===== src/rtl/cam_pkg.sv =====
// Shared types for the DVP capture block: FSM state encoding and FIFO entry layout.
package cam_pkg;

  localparam int unsigned CNT_W = 16;

  typedef enum logic [2:0] {
    ST_IDLE,
    ST_SYNC,
    ST_ACTIVE,
    ST_LINE,
    ST_DONE
  } cam_state_t;

  typedef struct packed {
    logic        last;
    logic [31:0] data;
  } fifo_entry_t;

endpackage


===== src/rtl/cam_dvp_fifo.sv =====
// Single-clock FIFO with a registered output stage; DEPTH counts the output register too.
module cam_dvp_fifo #(
  parameter int unsigned DEPTH = 8,
  parameter type entry_t = logic [7:0]
) (
  input  logic   clk,
  input  logic   rst_n,
  input  logic   wr_en,
  input  entry_t wr_data,
  output logic   full,
  input  logic   rd_ready,
  output logic   rd_valid,
  output entry_t rd_data
);

  localparam int unsigned PTR_W = $clog2(DEPTH);
  localparam int unsigned USE_W = PTR_W + 1;

  entry_t mem [DEPTH];
  logic [PTR_W-1:0] wptr, rptr;
  logic [USE_W-1:0] used, used_nxt;
  logic rd, push, mem_has, pop;

  // A full FIFO still accepts a write when the head is leaving in the same cycle.
  always_comb begin
    rd       = rd_valid & rd_ready;
    push     = wr_en & (~full | rd);
    mem_has  = used != USE_W'(rd_valid);
    pop      = mem_has & (~rd_valid | rd);
    used_nxt = used + USE_W'(push) - USE_W'(rd);
  end

  always_ff @(posedge clk) begin
    if (push) mem[wptr] <= wr_data;
  end

  always_ff @(posedge clk or negedge rst_n) begin
    if (!rst_n) begin
      wptr     <= '0;
      rptr     <= '0;
      used     <= '0;
      full     <= 1'b0;
      rd_valid <= 1'b0;
      rd_data  <= '0;
    end else begin
      used <= used_nxt;
      full <= used_nxt == USE_W'(DEPTH);
      if (push) wptr <= wptr + PTR_W'(1);
      if (pop) begin
        rd_data  <= mem[rptr];
        rptr     <= rptr + PTR_W'(1);
        rd_valid <= 1'b1;
      end else if (rd) begin
        rd_valid <= 1'b0;
      end
    end
  end

endmodule


===== src/rtl/cam_dvp_capture.sv =====
// DVP camera receiver: frames vsync/href/data into lines, packs bytes into 32-bit words, streams them out.
// Optional frame counter enabled by defining CAM_DVP_CAPTURE_STATS_EN.
module cam_dvp_capture
  import cam_pkg::*;
#(
  parameter int unsigned FRAME_WIDTH  = 4,
  parameter int unsigned FRAME_HEIGHT = 4,
  parameter int unsigned FIFO_DEPTH   = 8
) (
  input  logic        cam_pclk,
  input  logic        cam_rstn,
  input  logic        cam_vsync,
  input  logic        cam_href,
  input  logic [7:0]  cam_data,
  input  logic        cfg_en,
  input  logic        err_clr,
  output logic [31:0] pix_data,
  output logic        pix_valid,
  input  logic        pix_ready,
  output logic        pix_last,
  output logic        frame_done,
  output logic        ovf_err,
  output logic        size_err,
  output logic [15:0] frame_cnt
);

  localparam int unsigned LINE_BYTES = 2 * FRAME_WIDTH;

  cam_state_t       state;
  logic             vs_q, vs_d1, hr_q;
  logic [7:0]       data_q;
  logic [23:0]      pack;
  logic [1:0]       pos;
  logic [CNT_W-1:0] byte_cnt, line_cnt;
  logic             fifo_full;
  fifo_entry_t      wr_entry, rd_entry;
  logic vs_rise, vs_fall, take_byte, line_end, group_done, wr_en, ovf_ev, size_ev;

  always_ff @(posedge cam_pclk or negedge cam_rstn) begin
    if (!cam_rstn) begin
      vs_q   <= 1'b0;
      vs_d1  <= 1'b0;
      hr_q   <= 1'b0;
      data_q <= '0;
    end else begin
      vs_q   <= cam_vsync;
      vs_d1  <= vs_q;
      hr_q   <= cam_href;
      data_q <= cam_data;
    end
  end

  // The first byte of a line arrives in ACTIVE, so ACTIVE shifts it in as well.
  always_comb begin
    vs_rise    = vs_q & ~vs_d1;
    vs_fall    = ~vs_q & vs_d1;
    take_byte  = hr_q & ((state == ST_LINE) | ((state == ST_ACTIVE) & ~vs_rise));
    line_end   = (state == ST_LINE) & ~hr_q;
    group_done = take_byte & (pos == 2'd3);
    wr_en      = group_done | (line_end & (pos != 2'd0));
    wr_entry   = '0;
    wr_entry.data = group_done ? {data_q, pack} : {8'h00, pack};
    wr_entry.last = (line_cnt == CNT_W'(FRAME_HEIGHT - 1)) &
                    (~group_done | (byte_cnt + CNT_W'(1) == CNT_W'(LINE_BYTES)));
    ovf_ev     = wr_en & fifo_full & ~(pix_valid & pix_ready);
    size_ev    = ((state == ST_ACTIVE) & vs_rise) |
                 (line_end & (byte_cnt != CNT_W'(LINE_BYTES)));
  end

  always_ff @(posedge cam_pclk or negedge cam_rstn) begin
    if (!cam_rstn) begin
      state      <= ST_IDLE;
      pack       <= '0;
      pos        <= '0;
      byte_cnt   <= '0;
      line_cnt   <= '0;
      frame_done <= 1'b0;
      ovf_err    <= 1'b0;
      size_err   <= 1'b0;
    end else begin
      frame_done <= wr_en & wr_entry.last;
      ovf_err    <= ovf_ev | (ovf_err & ~err_clr);
      size_err   <= size_ev | (size_err & ~err_clr);
      if (take_byte) begin
        unique case (pos)
          2'd0:    pack[7:0]   <= data_q;
          2'd1:    pack[15:8]  <= data_q;
          2'd2:    pack[23:16] <= data_q;
          default: pack        <= '0;
        endcase
        pos      <= pos + 2'd1;
        byte_cnt <= byte_cnt + CNT_W'(1);
      end
      unique case (state)
        ST_IDLE: if (cfg_en && vs_rise) begin
          state    <= ST_SYNC;
          line_cnt <= '0;
        end
        ST_SYNC: if (vs_fall) state <= ST_ACTIVE;
        ST_ACTIVE: begin
          if (vs_rise) begin
            state    <= ST_SYNC;
            line_cnt <= '0;
          end else if (hr_q) begin
            state <= ST_LINE;
          end
        end
        ST_LINE: if (!hr_q) begin
          pack     <= '0;
          pos      <= '0;
          byte_cnt <= '0;
          line_cnt <= line_cnt + CNT_W'(1);
          state    <= (line_cnt + CNT_W'(1) == CNT_W'(FRAME_HEIGHT)) ? ST_DONE : ST_ACTIVE;
        end
        ST_DONE: state <= ST_IDLE;
        default: state <= ST_IDLE;
      endcase
    end
  end

`ifdef CAM_DVP_CAPTURE_STATS_EN
  always_ff @(posedge cam_pclk or negedge cam_rstn) begin
    if (!cam_rstn) frame_cnt <= '0;
    else if (state == ST_DONE) frame_cnt <= frame_cnt + 16'd1;
  end
`else
  assign frame_cnt = '0;
`endif

  cam_dvp_fifo #(
    .DEPTH   (FIFO_DEPTH),
    .entry_t (fifo_entry_t)
  ) u_fifo (
    .clk      (cam_pclk),
    .rst_n    (cam_rstn),
    .wr_en    (wr_en),
    .wr_data  (wr_entry),
    .full     (fifo_full),
    .rd_ready (pix_ready),
    .rd_valid (pix_valid),
    .rd_data  (rd_entry)
  );

  assign pix_data = rd_entry.data;
  assign pix_last = rd_entry.last;

endmodule

===== config.mk =====
export PLATFORM = sky130hd
export DESIGN_NAME = cam_dvp_capture
export DESIGN_NICKNAME = d
export VERILOG_FILES = /design/src/rtl/cam_pkg.sv /design/src/rtl/cam_dvp_fifo.sv /design/src/rtl/cam_dvp_capture.sv
export SDC_FILE = /design/constraint.sdc
export NUM_CORES = 1
export LEC_CHECK = 0
export ABC_CLOCK_PERIOD_IN_PS = 7200
export CAP_MARGIN = 40
export CORE_ASPECT_RATIO = 1.4
export CORE_UTILIZATION = 35
export CTS_CLUSTER_DIAMETER = 150
export DETAILED_ROUTE_END_ITERATION = 10
export PLACE_DENSITY = 0.57
export SLEW_MARGIN = 10
export SYNTH_ARGS = -nofsm -noshare
export SYNTH_HDL_FRONTEND = slang
export SYNTH_SLANG_ARGS = --single-unit

===== constraint.sdc =====
create_clock -name cam_pclk -period 7.2 [get_ports cam_pclk]
set_input_delay 0.72 -clock cam_pclk [delete_from_list [all_inputs] [get_ports cam_pclk]]
set_output_delay 0.72 -clock cam_pclk [all_outputs]
set_load 0.02 [all_outputs]

==> results of run 1 <==
-- cells in the final DEF (no fill, tap or decap), types with 11 or more instances in the layout --
cell,n
clkbuf_16,40
o21ai_0,76
and3_1,12
mux4_2,66
nand4_1,11
clkdlybuf4s50_1,50
a22o_1,25
nand3_1,15
conb_1,16
edfxtp_1,264
nand2_1,71
mux2i_1,35
a21oi_1,22
dfrtp_1,117
buf_4,11
inv_1,25
nor2_1,31
ha_1,16
-- power groups by stage --
stage,Sequential [mW],Clock [mW],Combinational [mW]
final,3.24,2.05,1.93
after global routing,3.31,2.20,2.12
after CTS,3.25,2.11,1.98
after detailed placement,3.30,0,1.97
after global placement,3.28,0,1.93
after floorplan,3.21,0,1.33
-- stage by stage --
| stage | utilization (%) | hold slack, ns | instance area, sq um | setup slack (ns) | instances |
|---|---|---|---|---|---|
| 2_1_floorplan | - | 0.4244 | 15710 | 3.191 | 991 |
| 3_3_place_gp | 37.96 | 0.4628 | 16730 | 3.853 | 1542 |
| 3_5_place_dp | 38.20 | 0.4699 | 16830 | 3.915 | 1547 |
| 4_1_cts | 41.16 | 0.1583 | 18140 | 4.171 | 1619 |
| 5_1_grt | 41.16 | 0.1790 | 18140 | 3.963 | 1619 |
| 6_report | 41.16 | 0.1539 | 18140 | 4.219 | 1619 |
-- registers in the layout, indices dropped and copies added, names as in the netlist --
signal,count
u_fifo.rptr,3
frame_done,1
hr_q,1
u_fifo.rd_valid,1
data_q,8
size_err,1
ovf_err,1
u_fifo.mem,264
vs_d1,1
state,3
line_cnt,16
byte_cnt,16
u_fifo.rd_data,33
u_fifo.used,4
vs_q,1
u_fifo.wptr,3
pos,2
pack,24
u_fifo.full,1
-- cells by family after synthesis --
logic type,after synthesis
other,1
and+or+nand+nor,203
adders and majority gates,17
buffers and inverters,93
AOI/OAI and AO/OA,163
muxes,104
xor gates and xnor gates,11
DFF,384
-- Yosys cell counts (3+ instances only) --
master / n / area share (%)
xor2_1: 3 / 0.17
xnor2_1: 8 / 0.45
a21oi_1: 22 / 0.70
buf_1: 7 / 0.17
mux4_2: 66 / 9.5
nand4_2: 3 / 0.24
nand4_1: 11 / 0.44
and3_1: 12 / 0.48
nand2_1: 71 / 1.7
buf_4: 17 / 0.82
mux2i_1: 35 / 2.2
ha_1: 16 / 1.3
o22ai_1: 3 / 0.12
nor4_1: 10 / 0.40
a22o_1: 25 / 1.4
dfrtp_1: 120 / 19
nand2b_1: 4 / 0.16
and2_1: 3 / 0.12
a31oi_1: 8 / 0.32
inv_1: 25 / 0.60
o21ai_0: 77 / 2.5
nor3_1: 10 / 0.32
nor4_2: 3 / 0.24
clkbuf_1: 25 / 0.60
a21o_1: 4 / 0.19
nor2b_1: 4 / 0.16
nor4b_1: 4 / 0.22
buf_2: 18 / 0.58
nand3_1: 15 / 0.48
o31ai_1: 3 / 0.14
edfxtp_1: 264 / 51
nor2_1: 37 / 0.89
-- how the worst max path moves through the flow --
stage          startpoint                end  slack (ns)
2_1_floorplan      pos[0]   u_fifo.mem[0][0]        3.19
3_3_place_gp    pix_ready  u_fifo.mem[7][19]        3.85
3_5_place_dp    pix_ready  u_fifo.mem[3][24]        3.91
4_1_cts            pos[0]  u_fifo.mem[3][28]        4.17
5_1_grt            pos[0]  u_fifo.mem[2][28]        3.96
6_report           pos[0]   u_fifo.mem[3][2]        4.22
-- routing by layer --
layer  global-route usage (%)  vias up  share of wire [%]
met3                    2.666       38                3.8
li1                         -     3846                  -
met2                    26.76      172                 54
met5                        0        -                  0
met4                    4.103        0                1.7
met1                    17.69     4227                 41
-- critical path: stages (launching register included) --
cell and delay, ns:
dfrtp_1 0.43, ha_1 0.46, nand4_1 0.22, a21boi_2 0.34, nand2_1 0.28, nor2_4 0.44
buf_4 0.45
-- area by class of cell --
cell class                 instances  area share, %
clock buffer                      53          6.008
clock inverter                    19          1.200
inverter                          25         0.5173
multi-input combinational        514          24.33
sequential                       384          60.30
tap                              558          3.849
timing repair buffer              66          3.801
==> results by group, run 1 <==
CTS
  • CTS resizes: 0
  • Setup Buffers After CTS: 0
  • Root Driver: clkbuf_16
  • CTS tree: done
  • Hold_buf cts: 0
  • CTS Buffer Depth: 3
  • Num CTS Buffers: 39
  • Clock-pin slew on the worst setup and hold paths: 0.06 ns
  • Skew-Pair Late Insertion Delay: 0.53 ns
  • Sink Count: 384
  • H-tree Lvls: 2

Timing
  • Relative slew slack: 47.61%
  • Worst-Margin Slew: 0.7811 ns
  • Worst clock skew: 0.01633 ns
  • FMAX: 335.5 MHz
  • Period utilization: 41.40%
  • RSZ-0062 raised after global routing: no
  • Setup TNS: 0 ns
  • Setup Viol. Count Final: 0
  • Min Tclk post-route: 2.981 ns
  • Hold Vio Cnt, Final: 0
  • Max-slew violation count: 0

Global route
  • Initial antenna violation count: 0
  • Largest net degree at the start of global routing: 70
  • Vias in the first global route: 8808
  • Total grt overflow: 0
  • First-pass GRT wire length: 51.42 mm
  • Total track usage: 14.70%

Detailed routing
  • Initial drt markers: 564
  • WL/cell: 20.00 um
  • Vias: 8283
  • Pre-antenna DRT Iters: 5
  • Total Wirelength: 32.39 mm
  • Vias per inst: 5.116
  • Remaining DRCs: 0
  • Post-route ant nets: 0

Cells and area
  • Multi-input logic area: 4413 sq um
  • Filler cell count: 3913
  • Area delta synth->final: 15.85%
  • Layout cells sized above 1: 16.12%
  • FF/Latch Area: 10940 sq um
  • # diodes: 0
  • Nets: 1062

Power and ir drop
  • Tot Pwr: 7.218 mW
  • Power density of the placed cells: 397.9 nW/um^2
  • Clock power share: 28.4%
  • Sw Pwr: 2.246 mW
  • Worst vdd ir: 174.8 uV
  • Logic gate share of total power: 26.7%
  • Static leakage: 6.578 nW
  • Seq pwr share: 44.9%
  • Cell internal pwr: 4.972 mW
  • Switching Fraction: 31.12%

Synth
  • Synth Area in Simple Gates: 6.824%
  • Asr flop ratio synth: 31.25%
  • Mux contribution to synthesized area: 11.95%
  • EDFF count, synth: 264
  • Synth Warn #: 0
  • Cell variety after synth: 63
  • Syn avg cell area: 16.04 sq um
  • Main combinational cell family by area after synthesis: multiplexers
  • Synth Cell Area: 15660 sq um
  • XOR/XNOR Fraction of Synth Area: 0.6153%
  • Synthesis-stage register bit count: 384
  • Cell count after synthesis: 976
  • Complex-gate fraction of the synthesized area: 6.585%
  • Post-synthesis adder-cell area fraction: 1.406%
  • Sequential fraction of the synthesis area: 69.81%
  • Commonest register cell after synthesis: edfxtp_1

Setup path
  • Critical Path RT: 7.39 ns
  • R2r setup slk: 4.22 ns
  • RR Endpoint: u_fifo.mem[3][2]
  • Worst r2r src: pos[0]
  • Arrival @ worst endpoint: 3.17 ns
  • Critical path class: register to register
  • Worst-path fanout max: 22
  • Crit end category: register
  • Startpoint Class: register
  • R2R depth: 6

Floorplanning
  • Initial Util: 35.53%
  • Die X: 180.8 um
  • Top Ports: 68
  • FP Rows: 91
  • Core ar.: 44060 sq um
  • Die footprint: 45600 sq um
  • Die height: 252.3 um

Place
  • # port buffers: 51
  • RePlAce Congestion: 0.7882
  • Post-DP HPWL: 19.66 mm

Job
  • Max Cap Viol: 0

Status
  • Status: finished clean

Worst hold path
  • Worst hold path class: primary input to async pin
Note: power is estimated with default switching activity, not from simulation.
==> inputs of run 2 (changes only) <==
ABC_CLOCK_PERIOD_IN_PS = 2590   (was 7200)
PLACE_DENSITY = 0.59   (was 0.57)
clock period = 2.59 ns   (was 7.2 ns; I/O delays follow)
==> results by group, run 2 (same netlist as run 1, synthesis figures left out) <==
Setup path
  • Buf+Inv Stages, Crit Path: 4
  • Crit end category: register
  • Crit path depth: 10
  • Critical Path RT: 3.01 ns
  • Arrival @ worst endpoint: 2.81 ns
  • Setup crit start: pos[0]
  • Worst r2r src: pos[0]
  • Worst-path fanout max: 6
  • Critical path class: register to register
  • CP max stage cell: fa_1
  • Critical-path cell list: inv_1 > ha_1 > inv_1 > nand3_1 > a21boi_2 > ha_1 > inv_1 > fa_1 > inv_1 > nor4b_1
  • CP max stage delay: 0.52 ns
  • Delay-heaviest family, CP: adder cells
  • R2R depth: 10
  • R2r setup slk: 0.20 ns
  • Crit path capture: u_fifo.full
  • Startpoint Class: register
  • Most Frequent Cell on Critical Path: inv_1
  • RR Endpoint: u_fifo.full

CTS
  • CTS tree: done
  • Sink Count: 384
  • Root Driver: clkbuf_16
  • H-tree Lvls: 2
  • CTS Buffer Depth: 3
  • Clock-pin slew on the worst setup and hold paths: 0.06 ns
  • Skew-Pair Late Insertion Delay: 0.55 ns
  • Num CTS Buffers: 40

Power and ir drop
  • Worst vdd ir: 491.0 uV
  • Switching Fraction: 31.61%
  • Static leakage: 6.757 nW
  • Logic gate share of total power: 28.2%
  • Cell internal pwr: 13.97 mW
  • Seq pwr share: 43.8%
  • Clock power share: 28.0%
  • Tot Pwr: 20.43 mW
  • Power density of the placed cells: 1107 nW/um^2
  • Sw Pwr: 6.458 mW

Place
  • Post-DP HPWL: 20.74 mm
  • # port buffers: 51
  • RePlAce Congestion: 0.8078
  • Dpl cells: 1576

Timing
  • Worst-Margin Slew: 0.7561 ns
  • Setup Viol. Count Final: 0
  • Min Tclk post-route: 2.391 ns
  • FMAX: 418.2 MHz
  • Period utilization: 92.33%
  • Max-slew violation count: 0
  • Worst clock skew: 0.01686 ns
  • Relative slew slack: 49.59%
  • Hold Vio Cnt, Final: 0
  • RSZ-0062 raised after global routing: no

Worst hold path
  • Worst hold path class: primary input to register
  • Worst hold path depth: 1

Global route
  • Total grt overflow: 0
  • Initial antenna violation count: 0
  • Vias in the first global route: 8751
  • Total track usage: 14.90%
  • First-pass GRT wire length: 51.86 mm
  • Largest net degree at the start of global routing: 70

Detailed routing
  • Initial drt markers: 562
  • Total Wirelength: 33.29 mm
  • Post-route ant nets: 0
  • Vias per inst: 5.219
  • Remaining DRCs: 0
  • Pre-antenna DRT Iters: 5
  • WL/cell: 20.17 um
  • Vias: 8611

Floorplanning
  • Die height: 252.3 um
  • Die footprint: 45600 sq um
  • FP Rows: 91
  • Initial Util: 35.53%
  • Core ar.: 44060 sq um
  • Die X: 180.8 um
  • Top Ports: 68

Cells and area
  • Biggest registers after layout: u_fifo.mem x264, u_fifo.rd_data x33, pack x24
  • Layout cells sized above 1: 18.68%
  • Most common cell after layout, fill and taps aside: edfxtp_1
  • Filler cell count: 3924
  • # diodes: 0
  • Nets: 1093
  • Area delta synth->final: 17.87%
  • Reg with most FFs: u_fifo.mem
  • Commonest non-fill, non-tap cells in the layout: edfxtp_1, dfrtp_1, o21ai_0
  • Max reg flops: 264
  • Finished Layout Cells: 1650

Status
  • Status: finished clean

Job
  • Max Cap Viol: 0
-- run 2: changes by cell type in the layout (fill, tap and decap cells not counted), sizes merged --
cell         change
clkbuf           -4
buf             +29
inv              +2
bufinv           -1
clkinvlp         -1
dlygate4sd3      +1
clkinv           +5
-- run 2: what timing repair did --
item	in CTS	in global routing
setup buffers	0	0
setup endpoints to repair	0	33
endpoints found under the hold margin	56	0
gates resized for setup	0	4
hold buffers	1	0
-- run 2: final cells by class --
type | count | area [sq um] | area share, %
inverter | 25 | 93.84 | 0.5085
timing repair buffer | 96 | 1006 | 5.451
sequential | 384 | 10940 | 59.27
tap | 558 | 698.2 | 3.783
clock inverter | 24 | 212.7 | 1.153
clock buffer | 49 | 1086 | 5.885
multi-input combinational | 514 | 4420 | 23.95
-- run 2: per-stage QoR --
step,hold slack [ns],TNS (ns),cell area [sq um],utilization (%),worst slack [ns]
after floorplan,-0.03659,-132.38,15720,-,-0.5365
after global placement,0.2848,0,17130,38.87,0.1849
after detailed placement,0.2886,0,17140,38.89,0.09098
after CTS,0.1478,0,18450,41.86,0.09117
after global routing,0.1527,0,18460,41.88,0.008556
final,0.1689,0,18460,41.88,0.1985
-- run 2: worst min path at each step --
| stage | start | end |
|---|---|---|
| floorplan | cam_rstn | byte_cnt[0] |
| global placement | cam_rstn | line_cnt[7] |
| detailed placement | cam_rstn | line_cnt[7] |
| CTS | cam_data[1] | data_q[1] |
| global route | cam_data[1] | data_q[1] |
| finish | cam_href | hr_q |
-- run 2: per-layer routing --
metal | vias up | wire length (um) | global-route usage, %
met5 | - | 0 | 0
met3 | 44 | 1210 | 2.075
li1 | 3918 | - | -
met1 | 4449 | 13780 | 18.20
met4 | 0 | 711 | 4.322
met2 | 200 | 17590 | 27.25
-- run 2: power by group through the flow --
stage                     Combinational (mW)  Sequential [mW]  Clock (mW)
after floorplan                         3.71             8.91           0
after global placement                  5.81             9.00           0
after detailed placement                5.88             9.08           0
after CTS                               5.90             8.96        5.87
after global routing                    6.27             9.12        6.08
final                                   5.76             8.95        5.72
-- run 2: worst reg2reg max path, stage by stage (launching register included) --
cell and delay, ns:
dfrtp_2 0.41, inv_1 0.08, ha_1 0.24, inv_1 0.11, nand3_1 0.09, a21boi_2 0.19, ha_1 0.19, inv_1 0.06
fa_1 0.52, inv_1 0.05, nor4b_1 0.33
